[src/rtl/pwm_deadtime_pkg.sv]
// rtl/pwm_deadtime_pkg.sv - shared types, phase indices and dead-time helper
package pwm_deadtime_pkg;

  typedef enum logic [2:0] {
    OFF,
    DT_TO_HS,
    DT_TO_LS,
    HS_ON,
    LS_ON
  } phase_state_t;

  localparam int PH_A = 0;
  localparam int PH_B = 1;
  localparam int PH_C = 2;

  // A programmed dead time of zero still yields one dead cycle.
  function automatic int unsigned eff_dead(input int unsigned dead_cycles);
    return (dead_cycles == 0) ? 1 : dead_cycles;
  endfunction

endpackage

[src/rtl/pwm_deadtime_if.sv]
// rtl/pwm_deadtime_if.sv - controller-side command/status bundle for the gate-drive stage
interface pwm_deadtime_if #(
  parameter int DT_WIDTH = 8,
  parameter int NUM_PH   = 3
);

  logic                en;
  logic [DT_WIDTH-1:0] dead_cycles;
  logic [NUM_PH-1:0]   pwm_in;
  logic                fault_in;
  logic                fault_clr;
  logic [NUM_PH-1:0]   hs_out;
  logic [NUM_PH-1:0]   ls_out;
  logic                fault_latched;
  logic [NUM_PH-1:0]   busy;

  modport master (
    output en, dead_cycles, pwm_in, fault_in, fault_clr,
    input  hs_out, ls_out, fault_latched, busy
  );

  modport slave (
    input  en, dead_cycles, pwm_in, fault_in, fault_clr,
    output hs_out, ls_out, fault_latched, busy
  );

endinterface

[src/rtl/deadtime_phase.sv]
// rtl/deadtime_phase.sv - one phase: complementary drive FSM with dead-interval down-counter
module deadtime_phase
  import pwm_deadtime_pkg::*;
#(
  parameter int DT_WIDTH = 8
) (
  input  logic                clk,
  input  logic                rstb,
  input  logic                force_off,
  input  logic                pwm_q,
  input  logic [DT_WIDTH-1:0] dead_cycles,
  output logic                hs,
  output logic                ls,
  output logic                busy
);

  phase_state_t        state, state_nxt;
  logic [DT_WIDTH-1:0] cnt, cnt_nxt;
  logic [DT_WIDTH-1:0] dt_load;
  logic                load;

  // Counter starts at D-1 and the FSM moves on when it reads zero, giving D dead cycles.
  assign dt_load = DT_WIDTH'(eff_dead(32'(dead_cycles)) - 32'd1);

  always_ff @(posedge clk or posedge rstb) begin
    if (rstb) begin
      state <= OFF;
      cnt   <= '0;
    end else begin
      state <= state_nxt;
      cnt   <= cnt_nxt;
    end
  end

  always_comb begin
    state_nxt = state;
    cnt_nxt   = cnt;
    load      = 1'b0;
    if (force_off) begin
      state_nxt = OFF;
      cnt_nxt   = '0;
    end else begin
      unique case (state)
        OFF: begin
          state_nxt = pwm_q ? DT_TO_HS : DT_TO_LS;
          load      = 1'b1;
        end
        DT_TO_HS: begin
          if (!pwm_q) begin
            state_nxt = DT_TO_LS;
            load      = 1'b1;
          end else if (cnt == '0) begin
            state_nxt = HS_ON;
          end else begin
            cnt_nxt = cnt - DT_WIDTH'(1);
          end
        end
        DT_TO_LS: begin
          if (pwm_q) begin
            state_nxt = DT_TO_HS;
            load      = 1'b1;
          end else if (cnt == '0) begin
            state_nxt = LS_ON;
          end else begin
            cnt_nxt = cnt - DT_WIDTH'(1);
          end
        end
        HS_ON: begin
          if (!pwm_q) begin
            state_nxt = DT_TO_LS;
            load      = 1'b1;
          end
        end
        LS_ON: begin
          if (pwm_q) begin
            state_nxt = DT_TO_HS;
            load      = 1'b1;
          end
        end
        default: state_nxt = OFF;
      endcase
      if (load) cnt_nxt = dt_load;
    end
  end

  // Gates decode from the state register only, so hs and ls can never overlap.
  assign hs   = (state == HS_ON);
  assign ls   = (state == LS_ON);
  assign busy = (state == DT_TO_HS) || (state == DT_TO_LS);

endmodule

[src/rtl/pwm_deadtime.sv]
// rtl/pwm_deadtime.sv - three-phase dead-time insertion with fault latch and enable gating
module pwm_deadtime
  import pwm_deadtime_pkg::*;
#(
  parameter int DT_WIDTH = 8,
  parameter int NUM_PH   = 3
) (
  input logic           clk,
  input logic           rstb,
  pwm_deadtime_if.slave bus
);

  logic [NUM_PH-1:0] pwm_q;
  logic              en_q;
  logic              fault_q;
  logic              force_off;
  logic [NUM_PH-1:0] hs, ls, busy;

  // Enable is registered alongside the fault latch so both gate the phases one edge later.
  always_ff @(posedge clk or posedge rstb) begin
    if (rstb) begin
      pwm_q   <= '0;
      en_q    <= 1'b0;
      fault_q <= 1'b0;
    end else begin
      pwm_q <= bus.pwm_in;
      en_q  <= bus.en;
      if (bus.fault_in)
        fault_q <= 1'b1;
      else if (bus.fault_clr)
        fault_q <= 1'b0;
    end
  end

  assign force_off = fault_q | ~en_q;

  for (genvar i = 0; i < NUM_PH; i++) begin : g_phase
    deadtime_phase #(
      .DT_WIDTH (DT_WIDTH)
    ) u_phase (
      .clk         (clk),
      .rstb        (rstb),
      .force_off   (force_off),
      .pwm_q       (pwm_q[i]),
      .dead_cycles (bus.dead_cycles),
      .hs          (hs[i]),
      .ls          (ls[i]),
      .busy        (busy[i])
    );
  end

  assign bus.hs_out        = hs;
  assign bus.ls_out        = ls;
  assign bus.busy          = busy;
  assign bus.fault_latched = fault_q;

endmodule

[src/flat_wrapper.sv]
// flat-port wrapper written by rule: the top's interface ports become plain ports
module pwm_deadtime_flat import pwm_deadtime_pkg::*;
#(
  parameter int DT_WIDTH = 8,
  parameter int NUM_PH   = 3
)
  (clk, rstb, bus_en, bus_dead_cycles, bus_pwm_in, bus_fault_in, bus_fault_clr, bus_hs_out, bus_ls_out, bus_fault_latched, bus_busy);
  pwm_deadtime_if #(.DT_WIDTH(DT_WIDTH), .NUM_PH(NUM_PH)) bus_i ();
  input logic clk;
  input logic rstb;
  input wire logic [$bits(bus_i.en)-1:0] bus_en;
  input wire logic [$bits(bus_i.dead_cycles)-1:0] bus_dead_cycles;
  input wire logic [$bits(bus_i.pwm_in)-1:0] bus_pwm_in;
  input wire logic [$bits(bus_i.fault_in)-1:0] bus_fault_in;
  input wire logic [$bits(bus_i.fault_clr)-1:0] bus_fault_clr;
  output wire logic [$bits(bus_i.hs_out)-1:0] bus_hs_out;
  output wire logic [$bits(bus_i.ls_out)-1:0] bus_ls_out;
  output wire logic [$bits(bus_i.fault_latched)-1:0] bus_fault_latched;
  output wire logic [$bits(bus_i.busy)-1:0] bus_busy;
  assign bus_i.en = bus_en;
  assign bus_i.dead_cycles = bus_dead_cycles;
  assign bus_i.pwm_in = bus_pwm_in;
  assign bus_i.fault_in = bus_fault_in;
  assign bus_i.fault_clr = bus_fault_clr;
  assign bus_hs_out = bus_i.hs_out;
  assign bus_ls_out = bus_i.ls_out;
  assign bus_fault_latched = bus_i.fault_latched;
  assign bus_busy = bus_i.busy;
  pwm_deadtime #(.DT_WIDTH(DT_WIDTH), .NUM_PH(NUM_PH)) u_core (.clk(clk), .rstb(rstb), .bus(bus_i));
endmodule
[config.mk]
export PLATFORM = sky130hd
export DESIGN_NAME = pwm_deadtime_flat
export DESIGN_NICKNAME = d
export VERILOG_FILES = /design/src/rtl/pwm_deadtime_pkg.sv /design/src/rtl/pwm_deadtime_if.sv /design/src/rtl/deadtime_phase.sv /design/src/rtl/pwm_deadtime.sv /design/src/flat_wrapper.sv
export SDC_FILE = /design/constraint.sdc
export NUM_CORES = 1
export LEC_CHECK = 0
export ABC_AREA = 1
export BUFFER_PORTS_ARGS = -buffer_cell sky130_fd_sc_hd__buf_2
export CORE_ASPECT_RATIO = 1.25
export CORE_MARGIN = 10
export CORE_UTILIZATION = 38
export CTS_BUF_LIST = sky130_fd_sc_hd__clkbuf_16
export CTS_CLUSTER_DIAMETER = 80
export DETAILED_ROUTE_END_ITERATION = 16
export GPL_ROUTABILITY_DRIVEN = 1
export SYNTH_ARGS = -nofsm -noshare
export SYNTH_HDL_FRONTEND = slang
export SYNTH_SLANG_ARGS = --single-unit
[constraint.sdc]
create_clock -name clk -period 1.5 [get_ports clk]
set_input_delay 0.3 -clock clk [delete_from_list [all_inputs] [get_ports clk]]
set_output_delay 0.3 -clock clk [all_outputs]
set_load 0.01 [all_outputs]
# Yosys cells after proc, flatten, opt, wreduce, memory -nomap -nowiden
# Cells that the tools add are included.
[totals]
ff_bits = 38
in_bits = 16
out_inout_bits = 10
elab_cells = 131
[op_classes]
n_addsub = 4
n_eq_ne = 30
muxes = 60
bitwise = 2
n_reduce_logical = 26
[ops]
columns = ["operator", "n"]
rows = [
  ["8-bit 2-to-1 mux", 16],
  ["3-bit 2-to-1 mux", 21],
  ["8-bit case mux with 2 select lines", 3],
  ["3-bit case mux with 5 select lines", 3],
  ["8-bit zero test", 4],
  ["8-bit by 1-bit subtractor with 8-bit output, second input constant", 4],
  ["4-bit by 2-bit inequality test with 1-bit output, second input constant", 6],
  ["4-bit inequality test, second input constant", 6],
  ["3-bit by 2-bit equality test with 1-bit output, second input constant", 6],
  ["4-bit AND reduction", 3],
  ["4-bit nonzero test", 3],
  ["2-bit OR reduction", 6],
  ["1-bit 2-to-1 mux", 11],
  ["3-bit by 1-bit equality test with 1-bit output, second input constant", 3],
  ["3-bit equality test, second input constant", 3],
  ["3-bit zero test", 3],
  ["3-bit by 1-bit inequality test with 1-bit output, second input constant", 3],
  ["3-bit inequality test, second input constant", 3],
  ["1-bit case mux with 3 select lines", 3],
  ["3-bit AND reduction", 3],
  ["2-bit 2-to-1 mux", 3],
  ["1-bit logical OR", 3],
  ["2-bit nonzero test", 1],
  ["1-bit inverter", 1],
  ["1-bit OR", 1],
]

# Depth between registers and ports, before layout
[logic_depth]
ltp_word = 6
ltp_mapped = 13
ltp_nobuf = 13

# Cells and area by module
# A second synthesis with hierarchy kept.
[unflattened]
cells_unflattened = 452
area_unflattened_um2 = 3104.2
[modules_own_cells]
columns = ["mod", "instances", "cells_per_inst", "area_each_um2", "seq_area_each_um2"]
rows = [
  ["deadtime_phase at u_core.g_phase[0].u_phase ...", 2, 146, 997.2, 275.3],
  ["deadtime_phase at u_core.g_phase[2].u_phase", 1, 148, 958.4, 275.3],
  ["pwm_deadtime", 1, 12, 151.4, 125.1],
]

# Least setup slack after synthesis
# No wires, ideal clock.
[synth_path]
path_type = "input port to flip-flop"
startpoint = "input bus_dead_cycles[1]"
endpoint = "register u_core.g_phase[0].u_phase.cnt[6]"
setup_time_ps = 83
t_arrival_ps = 1530
t_required_ps = 1417
path_slack_ps = -112
cell_stages = 13
n_path_buf = 0
path_cell_list = "inv_1 -> nand2_1 -> nor2_1 -> nand2_1 -> nand2_1 -> inv_1 -> ha_1 -> nand3_1 -> xor2_1 -> nand2_1 -> nand2_1 -> nand2_1 -> o21ai_0"
[synth_between]
elab_chain_len = 5
[synth_lines]
columns = ["element", "line", "source"]
rows = [
  ["from (decl)", "flat_wrapper.sv:12", "input wire logic [$bits(bus_i.dead_cycles)-1:0] bus_dead_cycles;"],
  ["8-bit zero test", "pwm_deadtime_pkg.sv:18", "return (dead_cycles == 0) ? 1 : dead_cycles;"],
  ["8-bit 2-to-1 mux (*)", "pwm_deadtime_pkg.sv:18", ""],
  ["8-bit by 1-bit subtractor with 8-bit output (*)", "deadtime_phase.sv:23", "assign dt_load = DT_WIDTH'(eff_dead(32'(dead_cycles)) - 32'd1);"],
  ["8-bit 2-to-1 mux (*)", "deadtime_phase.sv:82", "if (load) cnt_nxt = dt_load;"],
  ["8-bit 2-to-1 mux (*)", "deadtime_phase.sv:39", "if (force_off) begin"],
  ["to (signal assigned)", "deadtime_phase.sv:31", "cnt <= cnt_nxt;"],
  ["to (decl)", "deadtime_phase.sv:18", "logic [DT_WIDTH-1:0] cnt, cnt_nxt;"],
]
# Every way passes the cells marked *; elsewhere a longest branch is shown, timed or not.
# A chain may end at the register's enable or synchronous reset.

# Final worst setup path
[layout_path]
startpoint = "register u_core.g_phase[1].u_phase.state[0]"
endpoint = "output bus_ls_out[1]"
[layout_between]
elab_chain_len = 1
[layout_lines]
columns = ["element", "line", "source"]
rows = [
  ["from (decl)", "deadtime_phase.sv:17", "phase_state_t state, state_nxt;"],
  ["from (signal assigned)", "deadtime_phase.sv:30", "state <= state_nxt;"],
  ["3-bit equality test", "deadtime_phase.sv:88", "assign ls = (state == LS_ON);"],
  ["to (decl)", "flat_wrapper.sv:17", "output wire logic [$bits(bus_i.ls_out)-1:0] bus_ls_out;"],
]
# No other way between the ends.

==> metrics.md <==
| Metric | Value |
|---|---|
| Final Skew | 0.00639 ns |
| CTS H-tree lvls | 2 |
| Most common cell on crit path | buf_6 |
| Post-synthesis mux area share | 0 |
| Die W | 97.8 microns |
| Mapped Area | 0.00287 sq mm |
| Commonest cells post-synth | nand2_1, nand3_1, inv_1, dfrtp_1, nor2_1 |
| Slew headroom | 0.807 |
| Slew Viols, Final | 0 |
| Worst-Skew Late Latency | 0.28 ns |
| Root Driver | clkbuf_16 |
| NumNets Final | 528 |
| Full die area | 0.0115 sq mm |
| Final Hold Fails | 0 |
| Longest Clk Path Bufs | 2 |
| Share of the synthesized area in the top cell type | 0.331 |
| Ys flop type | dfrtp_1 |
| Final non-filler cell total | 598 |
| YS warnings | 0 |
| Worst stage delay on the critical path | 0.45 ns |
| Outcome | complete, but fails checks |
| Remaining DRCs | 0 |
| Setup Crit Path Kind | reg -> out |
| Synth Area per Inst | 6.79 sq um |
| Tcrit/Tclk final | 1.02 |
| # placed instances | 569 |
| Sink Count | 38 |
| RSZ-0062 raised after global routing | true |
| CTS tree | built |
| Failing checks | setup timing |
| Seq cells post-synth | 38 |
| Die height | 117 microns |
| WP buf/inv | 3 |
| Grt ovf | 0 |
| Crit path required time | 1.20 ns |
| Setup ws final | -0.0330 ns |
| First-pass GRT wire length | 13.1 mm |
| 1st-pass router iterations | 4 |
| Number of global-route vias before repair | 2875 |
| Adder-Cell Fraction of Synth Area | 0.0305 |
| Layout area overhead | 41.6% |
| Min-delay worst type | in -> async |
| Synthesized Nets | 446 |
| Vias | 2952 |
| Placer Congestion | 0.902 |
| Count leader, synth | nand2_1 |
| Crit-path cells | nor2_4 -> nand2_2 -> buf_6 -> inv_4 -> buf_6 |
| Share of cells above drive strength 1 | 0.405 |
| Area leader, netlist | dfrtp_1 |
| Xor-xnor portion of the synthesized cell area | 0.0366 |
| Crit path DAT | 1.23 ns |
| Mapped Cells | 423 |
| Initial Utilization | 0.390 |
| Antenna diodes | 0 |
| Crit path time final | 1.53 ns |
| Hold-fix buffers at CTS | 0 |
| CP max-delay cell | dfrtp_2 |
| Worst Setup End Kind | primary output |
| CP delay by family, top | flip-flops |
| Clk slew on worst S/H paths | 0.06 ns |
| Worst slack at placement | -0.206 ns |
| Detailed Route Iter0 Violations | 122 |
| Final Cell Area | 0.00407 sq mm |
| Total power | 3200 uW |
| Cts bufs inserted | 5 |
| Routed Antenna Nets | 0 |
| Largest family of logic cells by synthesized area | simple AND/OR/NAND/NOR gates |
| Async SR Flop Fraction | 1.00 |
| DP HPWL | 5.56 mm |
| Initial antenna violation count | 0 |
| Worst R2R Path Depth | 10 |
| Total GRT Usage | 0.134 |
| Drt wl/cell | 13.2 microns |
| Critical Path Stages | 5 |
| Placed Area | 0.00337 sq mm |
| Synth top area cells | dfrtp_1, nand2_1, nand3_1 |
| Startpoint Class | flop |
| Final setup fails | 2 |
| Fmax | 652 MHz |
| Worst slew pin tran | 0.287 ns |
| Sequential share of the synthesized area | 0.331 |
| Post-synthesis compound-gate area fraction | 0.119 |
| Num rows | 35 |
| Leakage | 0.00206 uW |
| VDD IR-drop max | 507 uV |
| Via density | 4.94 |
| Core area | 0.00736 sq mm |
| Fillers | 703 |
| Synth Area in Simple Gates | 0.371 |
| Max Cap Viol | 0 |
| Ports | 26 |
| PortBufs | 25 |
| Largest net degree at the start of global routing | 39 |
| Post-synth EDFFs | 0 |
| Drt total wl | 7.92 mm |
| Max FO, Critical Path | 4 |
| Synth cell types | 34 |
| Power density over the cells | 786 mW/mm^2 |
[routing by layer]
layer / global-route usage / vias up / share of wire
met3: 0.0294 / 12 / 0.040
li1: - / 1505 / -
met5: 0 / - / 0
met2: 0.239 / 61 / 0.52
met4: 0.0466 / 0 / 0.019
met1: 0.154 / 1374 / 0.42
[where the power goes]
| part | internal, uW | switching [uW] | total, uW | leakage (uW) |
|---|---|---|---|---|
| Sequential | 1070 | 45.7 | 1120 | 0.000498 |
| Clock | 773 | 428 | 1200 | 0.0000864 |
| Combinational | 375 | 502 | 877 | 0.00148 |
| Total | 2220 | 976 | 3200 | 0.00206 |
[what timing repair did]
action | CTS | global route
setup buffers | 5 | 15
pin swaps | 3 | 34
gates resized for setup | 19 | 94
hold endpoints to repair | 0 | 0
setup endpoints to repair | 6 | 39
gates cloned | 0 | 1
[sequential cells by signal, indices dropped and copies added (netlist names)]
signal / flops
u_core.g_phase.u_phase.cnt: 24
u_core.g_phase.u_phase.state: 9
u_core.pwm_q: 3
u_core.bus.fault_latched: 1
u_core.en_q: 1
[path summary, 6_finish.rpt]
check	start	endpoint	slack, ns
max reg2reg	u_core.g_phase[1].u_phase.state[0]$_DFFE_PP0P_	u_core.g_phase[1].u_phase.cnt[4]$_DFFE_PP0P_	0.02
max	u_core.g_phase[1].u_phase.state[0]$_DFFE_PP0P_	bus_ls_out[1]	-0.03
max in group asynchronous	rstb	u_core.g_phase[0].u_phase.state[0]$_DFFE_PP0P_	1.22
min reg2reg	u_core.g_phase[0].u_phase.cnt[5]$_DFFE_PP0P_	u_core.g_phase[0].u_phase.cnt[5]$_DFFE_PP0P_	0.48
min in group clk	bus_en	u_core.en_q$_DFF_PP0_	0.12
min	rstb	u_core.pwm_q[2]$_DFF_PP0_	0.07
[cell families after synthesis]
| logic type | count (synthesis) |
|---|---|
| simple gates | 239 |
| xor+xnor | 12 |
| compound gates | 56 |
| buf+inv | 71 |
| flops | 38 |
| fa+ha+maj | 7 |
[cells in the final DEF, fill, tap and decap left out, types with 9 or more instances in the layout]
cell type,count
o21ai_0,16
buf_4,49
buf_6,16
buf_2,19
nand2_2,26
nand3_1,41
nor2_1,22
dfrtp_1,31
inv_1,38
inv_2,15
nand2_1,108
nor2_2,9
o21ai_1,19
[area by class of cell]
type                    count  area [sq um]  area share
clock buffers               5           125      0.0308
flip-flops and latches     38           960       0.236
clock inverters             3          37.5     0.00923
multi-input cells         315          1900       0.468
well taps                  92           115      0.0283
inverters                  59           244      0.0600
repair buffers             86           683       0.168
[stage by stage]
step           hold slack, ns   TNS, ns  utilization
2_1_floorplan           0.331  -0.00128            -
3_3_place_gp            0.372     -1.32        0.459
3_5_place_dp            0.377     -1.84        0.459
4_1_cts                0.0775   -0.0301        0.493
5_1_grt                0.0923    -0.786        0.553
6_report               0.0662   -0.0370        0.553
[worst min-delay path, stage by stage]
cell and delay [ns]:
buf_2 0.09, inv_1 0.08, buf_12 0.24
(Power assumes the default switching activity.)
